==> src/rtl/load_store_unit.sv <==
// Byte-addressed load/store front end for the word-addressed Data_memory.
// Sub-word access (and its read-modify-write path) is built only with SUBWORD_ACCESS_EN.
module load_store_unit #(
  parameter int MEM_AW = 10
) (
  input  logic              clk,
  input  logic              rst,
  input  logic              req_valid,
  output logic              req_ready,
  input  logic              req_write,
  input  logic [1:0]        req_size,
  input  logic              req_signed,
  input  logic [31:0]       req_addr,
  input  logic [31:0]       req_wdata,
  output logic              resp_valid,
  output logic [31:0]       resp_rdata,
  output logic              resp_err,
  output logic [MEM_AW-1:0] mem_address,
  output logic [31:0]       mem_data_in,
  output logic              mem_read,
  output logic              mem_write,
  input  logic [31:0]       mem_data_out
);

  typedef enum logic [2:0] {IDLE, RD, RWAIT, WR, RESP} state_t;

  state_t            state_q, state_d;
  logic [MEM_AW+1:0] addr_q, addr_d;
  logic [1:0]        size_q, size_d;
  logic              signed_q, signed_d;
  logic              write_q, write_d;
  logic [31:0]       wdata_q, wdata_d;
  logic [31:0]       rdata_q, rdata_d;  // load result, or the old word during RMW
  logic              err_q, err_d;

  logic              req_bad;
  logic [31:0]       load_ext;
  logic [31:0]       wr_word;

`ifdef SUBWORD_ACCESS_EN
  logic [4:0]  lane_sh;
  logic [31:0] lane_data;
  logic [31:0] lane_mask;

  always_comb begin
    lane_sh   = (size_q == 2'b01) ? {addr_q[1], 4'b0000} : {addr_q[1:0], 3'b000};
    lane_data = mem_data_out >> lane_sh;
    case (size_q)
      2'b00:   load_ext = signed_q ? {{24{lane_data[7]}}, lane_data[7:0]}
                                   : {24'h0, lane_data[7:0]};
      2'b01:   load_ext = signed_q ? {{16{lane_data[15]}}, lane_data[15:0]}
                                   : {16'h0, lane_data[15:0]};
      default: load_ext = mem_data_out;
    endcase
    case (size_q)
      2'b00:   lane_mask = 32'h0000_00FF << lane_sh;
      2'b01:   lane_mask = 32'h0000_FFFF << lane_sh;
      default: lane_mask = 32'hFFFF_FFFF;
    endcase
    // Full-word stores never read, but the all-ones mask makes this yield wdata anyway.
    wr_word = (rdata_q & ~lane_mask) | ((wdata_q << lane_sh) & lane_mask);
  end

  assign req_bad = (|req_addr[31:MEM_AW+2]) || (req_size == 2'b11) ||
                   ((req_size == 2'b01) && req_addr[0]) ||
                   ((req_size == 2'b10) && (|req_addr[1:0]));
`else
  logic unused_subword;
  assign unused_subword = ^{addr_q[1:0], size_q, signed_q};
  assign load_ext = mem_data_out;
  assign wr_word  = wdata_q;
  assign req_bad  = (|req_addr[31:MEM_AW+2]) || (req_size != 2'b10) || (|req_addr[1:0]);
`endif

  always_comb begin
    state_d  = state_q;
    addr_d   = addr_q;
    size_d   = size_q;
    signed_d = signed_q;
    write_d  = write_q;
    wdata_d  = wdata_q;
    rdata_d  = rdata_q;
    err_d    = err_q;
    case (state_q)
      IDLE: if (req_valid) begin
        addr_d   = req_addr[MEM_AW+1:0];
        size_d   = req_size;
        signed_d = req_signed;
        write_d  = req_write;
        wdata_d  = req_wdata;
        rdata_d  = '0;
        err_d    = req_bad;
        if (req_bad)                               state_d = RESP;
        else if (req_write && req_size == 2'b10)   state_d = WR;
        else                                       state_d = RD;
      end
      RD:    state_d = RWAIT;
      RWAIT: begin
        rdata_d = write_q ? mem_data_out : load_ext;
        state_d = write_q ? WR : RESP;
      end
      WR:      state_d = RESP;
      RESP:    state_d = IDLE;
      default: state_d = IDLE;
    endcase
  end

  always_ff @(posedge clk) begin
    if (rst) begin
      state_q  <= IDLE;
      addr_q   <= '0;
      size_q   <= '0;
      signed_q <= 1'b0;
      write_q  <= 1'b0;
      wdata_q  <= '0;
      rdata_q  <= '0;
      err_q    <= 1'b0;
    end else begin
      state_q  <= state_d;
      addr_q   <= addr_d;
      size_q   <= size_d;
      signed_q <= signed_d;
      write_q  <= write_d;
      wdata_q  <= wdata_d;
      rdata_q  <= rdata_d;
      err_q    <= err_d;
    end
  end

  assign req_ready   = (state_q == IDLE);
  assign resp_valid  = (state_q == RESP);
  assign resp_err    = (state_q == RESP) && err_q;
  assign resp_rdata  = ((state_q == RESP) && !write_q && !err_q) ? rdata_q : 32'h0;
  assign mem_address = addr_q[MEM_AW+1:2];
  assign mem_read    = (state_q == RD);
  assign mem_write   = (state_q == WR);
  assign mem_data_in = (state_q == WR) ? wr_word : 32'h0;

endmodule
==> config.mk <==
export PLATFORM = sky130hd
export DESIGN_NAME = load_store_unit
export DESIGN_NICKNAME = d
export VERILOG_FILES = /design/src/rtl/load_store_unit.sv
export SDC_FILE = /design/constraint.sdc
export NUM_CORES = 1
export LEC_CHECK = 0
export ABC_AREA = 1
export ABC_CLOCK_PERIOD_IN_PS = 3300
export BUFFER_PORTS_ARGS = -buffer_cell sky130_fd_sc_hd__buf_4
export CAP_MARGIN = 20
export CORE_ASPECT_RATIO = 0.75
export CORE_MARGIN = 2
export CORE_UTILIZATION = 48
export DETAILED_ROUTE_END_ITERATION = 8
export PLACE_DENSITY = 0.85
export RECOVER_POWER = 25
export SLEW_MARGIN = 40
export SYNTH_ARGS = -nofsm -noshare
export SYNTH_HDL_FRONTEND = slang
export SYNTH_SLANG_ARGS = --single-unit
export TNS_END_PERCENT = 5
==> constraint.sdc <==
create_clock -name clk -period 3.3 [get_ports clk]
set_input_delay 0.99 -clock clk [delete_from_list [all_inputs] [get_ports clk]]
set_output_delay 0.99 -clock clk [all_outputs]
set_load 0.02 [all_outputs]
After elaboration in Yosys (flattened, before gate mapping) --
Index checks and enable logic that the tools add are counted.
Storage, ports and cells: output and inout port bits 79, input port bits 103, register bits after elaboration 81, logic and storage cells 36
Operators by class: reductions and logical operators 14, equality and inequality tests 7, mux-type cells 9
Operator list (number):
- 2-to-1 mux 32 bit | 3
- case mux 32 bit (2 select lines) | 1
- OR reduction 20 bit | 1
- case mux 3 bit (4 select lines) | 1
- 2-to-1 mux 3 bit | 3
- equality test 3 x 2 -> 1 bit, second input constant | 2
- logical AND 1 bit | 4
- != test 2 bit, second input constant | 2
- AND reduction 2 bit | 2
- equality test 3 x 1 -> 1 bit, second input constant | 1
- equality test 3 bit, second input constant | 1
- zero test 3 bit | 1
- equality test 2 bit, second input constant | 1
- zero test 1 bit | 2
- logical OR 1 bit | 2
- 2-to-1 mux 2 bit | 1
- nonzero test 2 bit | 1
- OR reduction 2 bit | 1

Depth between registers and ports, before layout --
Gate-level depths: netlist of the first run.
word-level depth 6, gate-level depth with buffers 8, depth with buffers taken out 8

Least setup slack after synthesis of the first run --
Ideal clock, no wire load.
path kind register to output, start point register state_q[1], end point output port resp_rdata[10], required time 2.310 ns, arrival 1.615 ns, cell stages (with the launch flop) 6, buffers on the path 1, path slack 0.695 ns, cell sequence dfxtp_1 or2_4 nor2_1 nand3_1 buf_2 nor2_1
On the way: cells in the longest elaborated chain, start to end 4
RTL lines:
- start, declared | line 27 | state_t state_q, state_d;
- start signal, assigned | line 119 | state_q <= state_d;
- equality test 3 bit
- via resp_valid | line 15 | output logic resp_valid,
- logical AND 1 bit (2 in a row) | line 133 | assign resp_rdata = ((state_q == RESP) && !write_q && !err_q) ? rdata_q : 32'h0;
- 2-to-1 mux 32 bit | line 133
- end, declared | line 16 | output logic [31:0] resp_rdata,
The timed path passes the listed nets, and every way through them passes these cells.

Worst setup path in the final report of the first run --
start point register state_q[1], end point output port resp_rdata[27]
On the way: cells in the longest elaborated chain, start to end 4
RTL lines (line):
- equality test 3 bit | 133
- logical AND 1 bit (2 in a row) | 133
- 2-to-1 mux 32 bit | 133
Every way passes these cells.

==> out/summary.txt, run 1 <==
Cells on Worst Hold Path - 2
R2R Path End - wdata_q[5]
Worst Hold End - wdata_q[19]
Status - complete, but fails checks
Met3 WL - 611 um
Layout cells sized above 1 - 29.5%
Post-synth EDFFs - 0
Synth unique cells - 19
Cts repair resizes - 0
Number of global-route vias before repair - 3,311
RSZ-0062 raised after global routing - no
Pwr Density - 418 nW/um2
Height of the die - 76.8 um
Sequential-to-total area share from yosys stat - 46.6%
Setup TNS - 0 ps
FP Rows - 26
Total wire length - 9120 um
Top-area cell type share of the netlist area - 46.6%
DR pass1 iterations - 4
Nets - 749
Mapped Cells - 487
Max transition margin - -15.6%
Clk root buf - clkbuf_8
Critical path type - register to output port
Top routing layer in use - met4
Routability cong. - 0.784
Synthesized area - 3390 um2
Yosys top cell by area - dfxtp_1
DP Wirelength - 6350 um
Hold Buf Count CTS - 0
Cts bufs inserted - 9
Core area - 6830 um2
FILL cells - 559
Clock Pin Slew Worst Setup and Hold Paths - 70 ps
Final hold vios - 0
Avg Cell Area, Syn - 6.96 um2
DRC viols - 0
Wire per inst - 12.4 um
Reg2reg start - state_q[1]
Setup crit end kind - output port
Tmin final - 2760 ps
Slew @ Worst Pin - 1730 ps
Setup Buffers After CTS - 0
Top FF cell, synth - dfxtp_1
Final antenna diode count - 0
Metal1 wirelength - 3780 um
Max VDD drop - 0.000275 V
LEAKAGE - 2.06 nW
Hold path start - wdata_q[19]
Hold Path Class - register to register
Vias after detailed routing - 3,587
Die width - 101 um
Initial drt markers - 154
Routed vias/inst - 4.88
WP data required - 2310 ps
Yosys reg bits - 79
PortBufs - 180
Met2 Wirelength - 4620 um
First-pass GRT wire length - 14,700 um
Nature of the critical path startpoint - register
Post-route ant nets - 0
Setup violators final - 0
R2R depth - 5
Count leader, synth - nor2_1
Leading post-synthesis cells by cell area - dfxtp_1, a21oi_1, nor2_1, inv_1, nand3_1
Post-Syn Nets - 590
Clk Latency, worst-skew pair - 330 ps
Commonest cells post-synth - nor2_1, a21oi_1, dfxtp_1, inv_1, nand2_1
Highest Clock Rate - 363 MHz
Die area - 7760 um2
Grt total ovfl - 0
Setup Skew - 4.02 ps
Post-route core utilization - 71.4%
Layout area overhead - 43.8%
CTS Buffer Depth - 2
Initial antenna violation count - 0
Fin crit share - 83.6%
CP max FO - 32
Max-cap violation count - 1
Max-slew violation count - 110
CTS tree - done
GRT Util Overall - 23.3%
Clock Sinks - 79
Largest net degree at the start of global routing - 110
Async S/R FF share, synth - 0%
I/O pin total - 182
Reg2Reg Setup Slack - 610 ps
Yosys warns - 0
Failing checks - max-capacitance violations, max-slew violations
Worst EP arrival - 1770 ps
Clock H-tree levels - 3
Initial Util - 49.6%
## power by group
group          internal (W)  switching (W)  total [W]
logic              0.000113       0.000124   0.000237
clock network      0.000467       0.000323   0.000790
registers          0.000994      0.0000138    0.00101
total               0.00157       0.000461    0.00204
## how the worst max path moves through the flow
| stage | slack [ps] | depth (start not counted) | endpoint | startpoint |
|---|---|---|---|---|
| 4_1_cts | 300 | 6 | mem_data_in[28] | state_q[2] |
| 3_3_place_gp | 740 | 6 | mem_data_in[17] | state_q[2] |
| 2_1_floorplan | 690 | 5 | resp_rdata[10] | state_q[1] |
| 6_report | 540 | 6 | resp_rdata[27] | state_q[1] |
| 5_1_grt | 260 | 5 | wdata_q[18] | state_q[1] |
| 3_5_place_dp | 680 | 6 | mem_data_in[28] | state_q[2] |
## critical path: stages, from the launching register on
cell	delay [ps]
dfxtp_1	350
or2_4	280
nor2_1	140
nand3_1	80
buf_4	250
nor2_1	170
buf_4	170
## per-stage QoR
stage,setup WS (ps),power (W),cells,cell area [um2],hold WS [ps]
4_1_cts,304,0.00206,735,4930,458
6_report,541,0.00204,735,4870,456
3_3_place_gp,742,0.00127,719,4690,440
2_1_floorplan,695,0.00115,487,3390,430
5_1_grt,255,0.00213,735,4870,483
3_5_place_dp,682,0.00128,719,4700,446
## sequential cells by signal, summed over array words and instances (netlist names)
register  count
addr_q       10
write_q       1
state_q       3
wdata_q      32
err_q         1
rdata_q      32
## cells in the final DEF (no fill, tap or decap)
cell type	count
nand3_2	1
or2_4	1
nor3_1	2
o21ai_0	34
nand2_2	1
dfxtp_1	79
nand2_1	52
nor2_1	85
bufinv_16	2
inv_2	3
a21oi_1	79
nor2_8	1
buf_4	171
nand3_1	44
clkinv_2	1
a31oi_1	1
o211ai_1	1
clkbuf_1	12
inv_1	70
clkbuf_8	11
## kinds of logic (layout without fill, tap and decap cells)
logic type | Yosys count | after routing | share of synthesized area (%)
AO/OA/AOI/OAI | 115 | 115 | 17.1
buffers and inverters | 106 | 270 | 12.8
flip-flops | 79 | 79 | 46.6
AND/OR/NAND/NOR | 187 | 187 | 23.4
## layer usage
metal,vias up,global-route usage [%]
li1,1845,-
met2,137,41.6
met5,-,0
met1,1595,27.1
met3,10,5.74
met4,0,7.30
## area by class of cell
cell class / count / area (um2) / area share [%]
Clock buffer: 13 / 159 / 3.26
Clock inverter: 3 / 65.1 / 1.33
Inverter: 73 / 274 / 5.62
Multi-Input combinational cell: 302 / 1370 / 28.1
Sequential cell: 79 / 1580 / 32.4
Tap cell: 84 / 105 / 2.16
Timing Repair Buffer: 181 / 1320 / 27.1
(Power assumes the default switching activity.)
==> inputs of run 2 (changes only) <==
--- a/config.mk
+++ b/config.mk
@@ -5,15 +5,15 @@
 export SDC_FILE = /design/constraint.sdc
 export NUM_CORES = 1
 export LEC_CHECK = 0
-export ABC_AREA = 1
-export ABC_CLOCK_PERIOD_IN_PS = 3300
+export ABC_AREA = 0
+export ABC_CLOCK_PERIOD_IN_PS = 2900
 export BUFFER_PORTS_ARGS = -buffer_cell sky130_fd_sc_hd__buf_4
 export CAP_MARGIN = 20
 export CORE_ASPECT_RATIO = 0.75
 export CORE_MARGIN = 2
-export CORE_UTILIZATION = 48
+export CORE_UTILIZATION = 45
 export DETAILED_ROUTE_END_ITERATION = 8
-export PLACE_DENSITY = 0.85
+export PLACE_DENSITY = 0.8
 export RECOVER_POWER = 25
 export SLEW_MARGIN = 40
 export SYNTH_ARGS = -nofsm -noshare
==> constraint.sdc (replaced) <==
create_clock -name clk -period 2.9 [get_ports clk]
set_input_delay 0.87 -clock clk [delete_from_list [all_inputs] [get_ports clk]]
set_output_delay 0.87 -clock clk [all_outputs]
set_load 0.02 [all_outputs]
==> run 2 against run 1 <==
The flow finishes with violations (max-capacitance violations). Final cell count fell by 3.8%. Global-route usage down 1.7 points. Clock power up 9.7%. Via count decreased by 3.2%. Clock skew hardly changed. Combinational power rose by 8%. Synthesized cell count shrank 9.9%. Non-clock buffer count is 5 higher. Highest routed layer unchanged.
==> out/summary.txt, run 2 <==
Count leader, synth - nand2_1
Max VDD drop - 0.000238 V
Layout cells sized above 1 - 38.3%
Top-area cell type share of the netlist area - 46.1%
WP data required - 2030 ps
Clk root buf - clkbuf_8
Max-slew violation count - 0
Hold path start - wdata_q[17]
CP max FO - 32
First-pass GRT wire length - 14,600 um
Final hold vios - 0
Initial drt markers - 135
Number of global-route vias before repair - 3,315
Status - complete, but fails checks
Layout area overhead - 44.8%
Internal Power - 0.00174 W
Setup crit end kind - output port
Setup Skew - 3.73 ps
DRC viols - 0
FP Rows - 27
DP Wirelength - 6370 um
Post-Syn Nets - 542
Commonest cells post-synth - nand2_1, dfxtp_1, a21oi_1, and2_1, nand3_1
PortBufs - 180
Cts bufs inserted - 9
DP Worst Slack - 505 ps
GRT Util Overall - 21.6%
LEAKAGE - 2.20 nW
Total wire length - 9190 um
Vias after detailed routing - 3,473
Mapped Cells - 439
Clock group share of total power - 38.3%
Fin crit share - 94.0%
CTS tree - done
Setup Buffers After CTS - 0
Post-route ant nets - 0
Final worst slack - 173 ps
FILL cells - 675
Worst Setup SP - state_q[1]
Hold Buf Count CTS - 0
Height of the die - 79.6 um
Hold Path Class - register to register
Yosys warns - 0
RSZ-0062 raised after global routing - no
Clk Latency, worst-skew pair - 330 ps
Routed vias/inst - 4.91
Clock H-tree levels - 3
Critical path type - register to output port
Tmin final - 2730 ps
Setup TNS - 0 ps
DR pass1 iterations - 4
Top FF cell, synth - dfxtp_1
Die area - 8340 um2
Leading post-synthesis cells by cell area - dfxtp_1, nand2_1, a21oi_1, and2_1, and2_2
Grt total ovfl - 0
Synth unique cells - 27
Core area - 7360 um2
Die width - 105 um
CTS Buffer Depth - 2
I/O pin total - 182
Pwr Density - 456 nW/um2
Yosys reg bits - 79
Reg power frac - 50.4%
Net switching power figure - 0.000525 W
Largest registers - rdata_q (32), wdata_q (32), addr_q (10)
Avg Cell Area, Syn - 7.81 um2
Clock Sinks - 79
Setup violators final - 0
Nets - 704
Async S/R FF share, synth - 0%
Reg2reg start - state_q[2]
Yosys top cell by area - dfxtp_1
Sequential-to-total area share from yosys stat - 46.1%
Commonest non-fill, non-tap cells in the layout - buf_4, nand2_1, dfxtp_1
Failing checks - max-capacitance violations
Clock Pin Slew Worst Setup and Hold Paths - 80 ps
Synthesized area - 3430 um2
Power share of the combinational group - 11.3%
Nature of the critical path startpoint - register
Routability cong. - 0.768
Max transition margin - 0.673%
Post-synth EDFFs - 0
Slew @ Worst Pin - 1490 ps
Switching Fraction - 23.2%
Wire per inst - 13.0 um
Largest net degree at the start of global routing - 76
Max-cap violation count - 1
Highest Clock Rate - 367 MHz
Commonest non-fill, non-tap cell in the layout - buf_4
Worst EP arrival - 1860 ps
Final antenna diode count - 0
Cts repair resizes - 0
Initial Util - 46.5%
Initial antenna violation count - 0
## run 2: changes by cell type after synthesis, moves of 12 or more
cell,before,now
and2_2,0,25
nand2_1,52,123
and2_1,0,41
nor2_1,85,4
o21ai_0,34,2
nand3_1,44,32
inv_1,71,1
## run 2: worst max-delay path, cell delays in order, from the launching register on
cell     delay (ps)
dfxtp_1         390
nor2_1          170
and2_4          170
nor3b_4         160
buf_4           290
and2_2          200
buf_4           130
## run 2: cell type report
cell class              count  area, um2  share of cell area (%)
clock buffers              10        128                    2.57
clock inverters             6       85.1                    1.71
inverters                   1       3.75                  0.0756
multi-input cells         324       1630                    32.9
flip-flops and latches     79       1580                    31.9
well taps                 101        126                    2.55
repair buffers            186       1410                    28.3
## run 2: worst paths after layout
check	end	slack [ps]	cells past startpoint
hold / removal	wdata_q[17]	450	2
setup / recovery	resp_rdata[22]	170	6
setup reg to reg	rdata_q[18]	590	5
hold reg to reg	wdata_q[17]	450	2
## run 2: cells by family after synthesis
family,Yosys count,synth area share (%)
flops,79,46.1
simple gates,242,35.6
buf+inv,36,5.95
compound gates,82,12.3
## run 2: layer usage
layer / part of all wire (%) / GRT usage (%)
met5: 0 / 0
met1: 41 / 24.4
met2: 49 / 38.5
met4: 2.0 / 7.47
met3: 8.3 / 6.94
## run 2: power groups by stage
stage                     sequential [W]  combinational (W)  clock [W]
final                            0.00114           0.000255   0.000867
after global placement           0.00116           0.000256          0
after global routing             0.00114           0.000278   0.000937
after CTS                        0.00114           0.000261   0.000898
after floorplan                  0.00117           0.000111          0
after detailed placement         0.00117           0.000261          0
## run 2: stage by stage
| stage | power (W) | hold slack, ps | std cells | util [%] | cell area [um2] |
|---|---|---|---|---|---|
| after floorplan | 0.00128 | 432 | 439 | - | 3430 |
| after global placement | 0.00142 | 438 | 691 | 64.9 | 4780 |
| after detailed placement | 0.00143 | 443 | 691 | 64.9 | 4780 |
| after CTS | 0.00230 | 455 | 707 | 67.8 | 4990 |
| after global routing | 0.00236 | 469 | 707 | 67.4 | 4960 |
| final | 0.00226 | 451 | 707 | 67.4 | 4960 |
==> inputs of run 3 (changes only) <==
--- a/config.mk
+++ b/config.mk
@@ -13,7 +13,7 @@
 export CORE_MARGIN = 2
 export CORE_UTILIZATION = 45
 export DETAILED_ROUTE_END_ITERATION = 8
-export PLACE_DENSITY = 0.8
+export PLACE_DENSITY = 0.88
 export RECOVER_POWER = 25
 export SLEW_MARGIN = 40
 export SYNTH_ARGS = -nofsm -noshare
==> run 3 against run 2 <==
The flow now finishes without violations. Critical endpoint is now resp_rdata[30]. Count of clock-buffer cells in the layout grew 1. Final cell count grew 0.14%. Clock power grew 0.5%. Via count shrank 0.12%. Total power is essentially flat. Hold slack gained 1.0 ps.
==> out/summary.txt, run 3 (synthesis results as in run 2) <==
Status - completed
Tmin final - 2710 ps
Clock Pin Slew Worst Setup and Hold Paths - 80 ps
Commonest non-fill, non-tap cell in the layout - buf_4
Final hold vios - 0
Largest net degree at the start of global routing - 40
I/O pin total - 182
Core area - 7360 um2
Met2 Wirelength - 4520 um
Highest Clock Rate - 369 MHz
Wire per inst - 12.8 um
Top routing layer in use - met4
Number of global-route vias before repair - 3,330
Slew @ Worst Pin - 796 ps
Critical path cell sequence - nor2_1 -> and2_4 -> nor3b_4 -> buf_6 -> and2_1 -> buf_4
CTS Buffer Depth - 2
Cts bufs inserted - 9
RSZ-0062 raised after global routing - no
Vias after detailed routing - 3,469
Nature of the critical path startpoint - register
DR pass1 iterations - 4
FP Rows - 27
Layout area overhead - 44.2%
Max transition margin - 47.0%
First-pass GRT wire length - 14,500 um
Max-slew violation count - 0
Final antenna diode count - 0
Commonest non-fill, non-tap cells in the layout - buf_4, nand2_1, dfxtp_1
Clk root buf - clkbuf_8
Clock H-tree levels - 3
Clk Latency, worst-skew pair - 340 ps
Setup Skew - 13.1 ps
Clock Sinks - 79
CP max FO - 32
Max VDD drop - 0.000241 V
Total wire length - 9040 um
Finished Cell Area - 4940 um2
Routed vias/inst - 4.90
Setup crit end kind - output port
CTS tree - done
Pwr Density - 457 nW/um2
Critical path type - register to output port
PortBufs - 180
Die area - 8340 um2
Max-cap violation count - 0
Initial Util - 46.5%
Critical path's largest stage delay - 410 ps
GRT Util Overall - 21.6%
WP data required - 2030 ps
Worst EP arrival - 1840 ps
Setup violators final - 0
Die width - 105 um
LEAKAGE - 2.17 nW
Met3 WL - 701 um
Setup TNS - 0 ps
Post-route core utilization - 67.1%
Hold Path Class - register to register
Grt total ovfl - 0
Height of the die - 79.6 um
Initial drt markers - 131
DP Wirelength - 6610 um
CP max-delay cell - dfxtp_1
Routability cong. - 0.768
Nets - 705
Post-DP Area - 4770 um2
Fin crit share - 93.4%
Layout cells sized above 1 - 36.6%
Metal1 wirelength - 3740 um
Dpl cells - 692
Largest registers - rdata_q (32), wdata_q (32), addr_q (10)
Post-route insts no fill - 708
Initial antenna violation count - 0
DRC viols - 0
Post-route ant nets - 0
Hold Buf Count CTS - 0
-- run 3: cell count changes in the layout (fill, tap and decap cells not counted), sizes merged --
cell,delta
buf,-9
clkbuf,+11
clkinv,+1
clkinvlp,-2
-- run 3: metrics by stage --
step	setup WS [ps]	total power (W)	hold WS, ps
2_1_floorplan	662	0.00128	432
3_3_place_gp	549	0.00142	438
3_5_place_dp	502	0.00142	442
4_1_cts	110	0.00230	453
5_1_grt	31.5	0.00236	470
6_report	191	0.00226	452
-- run 3: final timing paths --
kind	startpoint	end	slack (ps)	cells after the start
setup / recovery	state_q[1]	resp_rdata[30]	190	6
hold / removal	wdata_q[10]	wdata_q[10]	450	2
setup reg to reg	state_q[1]	wdata_q[27]	1080	5
hold reg to reg	wdata_q[10]	wdata_q[10]	450	2
-- run 3: worst max-delay path, delay by kind of cell, from the launching register on --
family                 cells  cell delay, ps
AND/OR/NAND/NOR            4             710
buffers and inverters      2             370
flip-flops                 1             410
-- run 3: final cells by class --
class,count,area (um2)
timing repair buffer,187,1380
clock inverter,5,82.6
clock buffer,11,131
inverter,1,3.75
multi-input combinational,324,1640
sequential,79,1580
tap,101,126
fill,640,2420
-- run 3: layer usage --
layer	GRT usage, %	up-vias
li1	-	1757
met1	23.4	1575
met4	7.60	0
met2	40.2	130
met5	0	-
met3	6.78	7
-- run 3: power breakdown --
group          switching (W)  internal (W)
sequential         0.0000191       0.00112
combinational       0.000120      0.000129
clock               0.000383      0.000487
-- run 3: timing repair --
action,in CTS,in global routing
resized for setup,0,1
endpoints found under the setup margin,0,31
buffers inserted,0,0
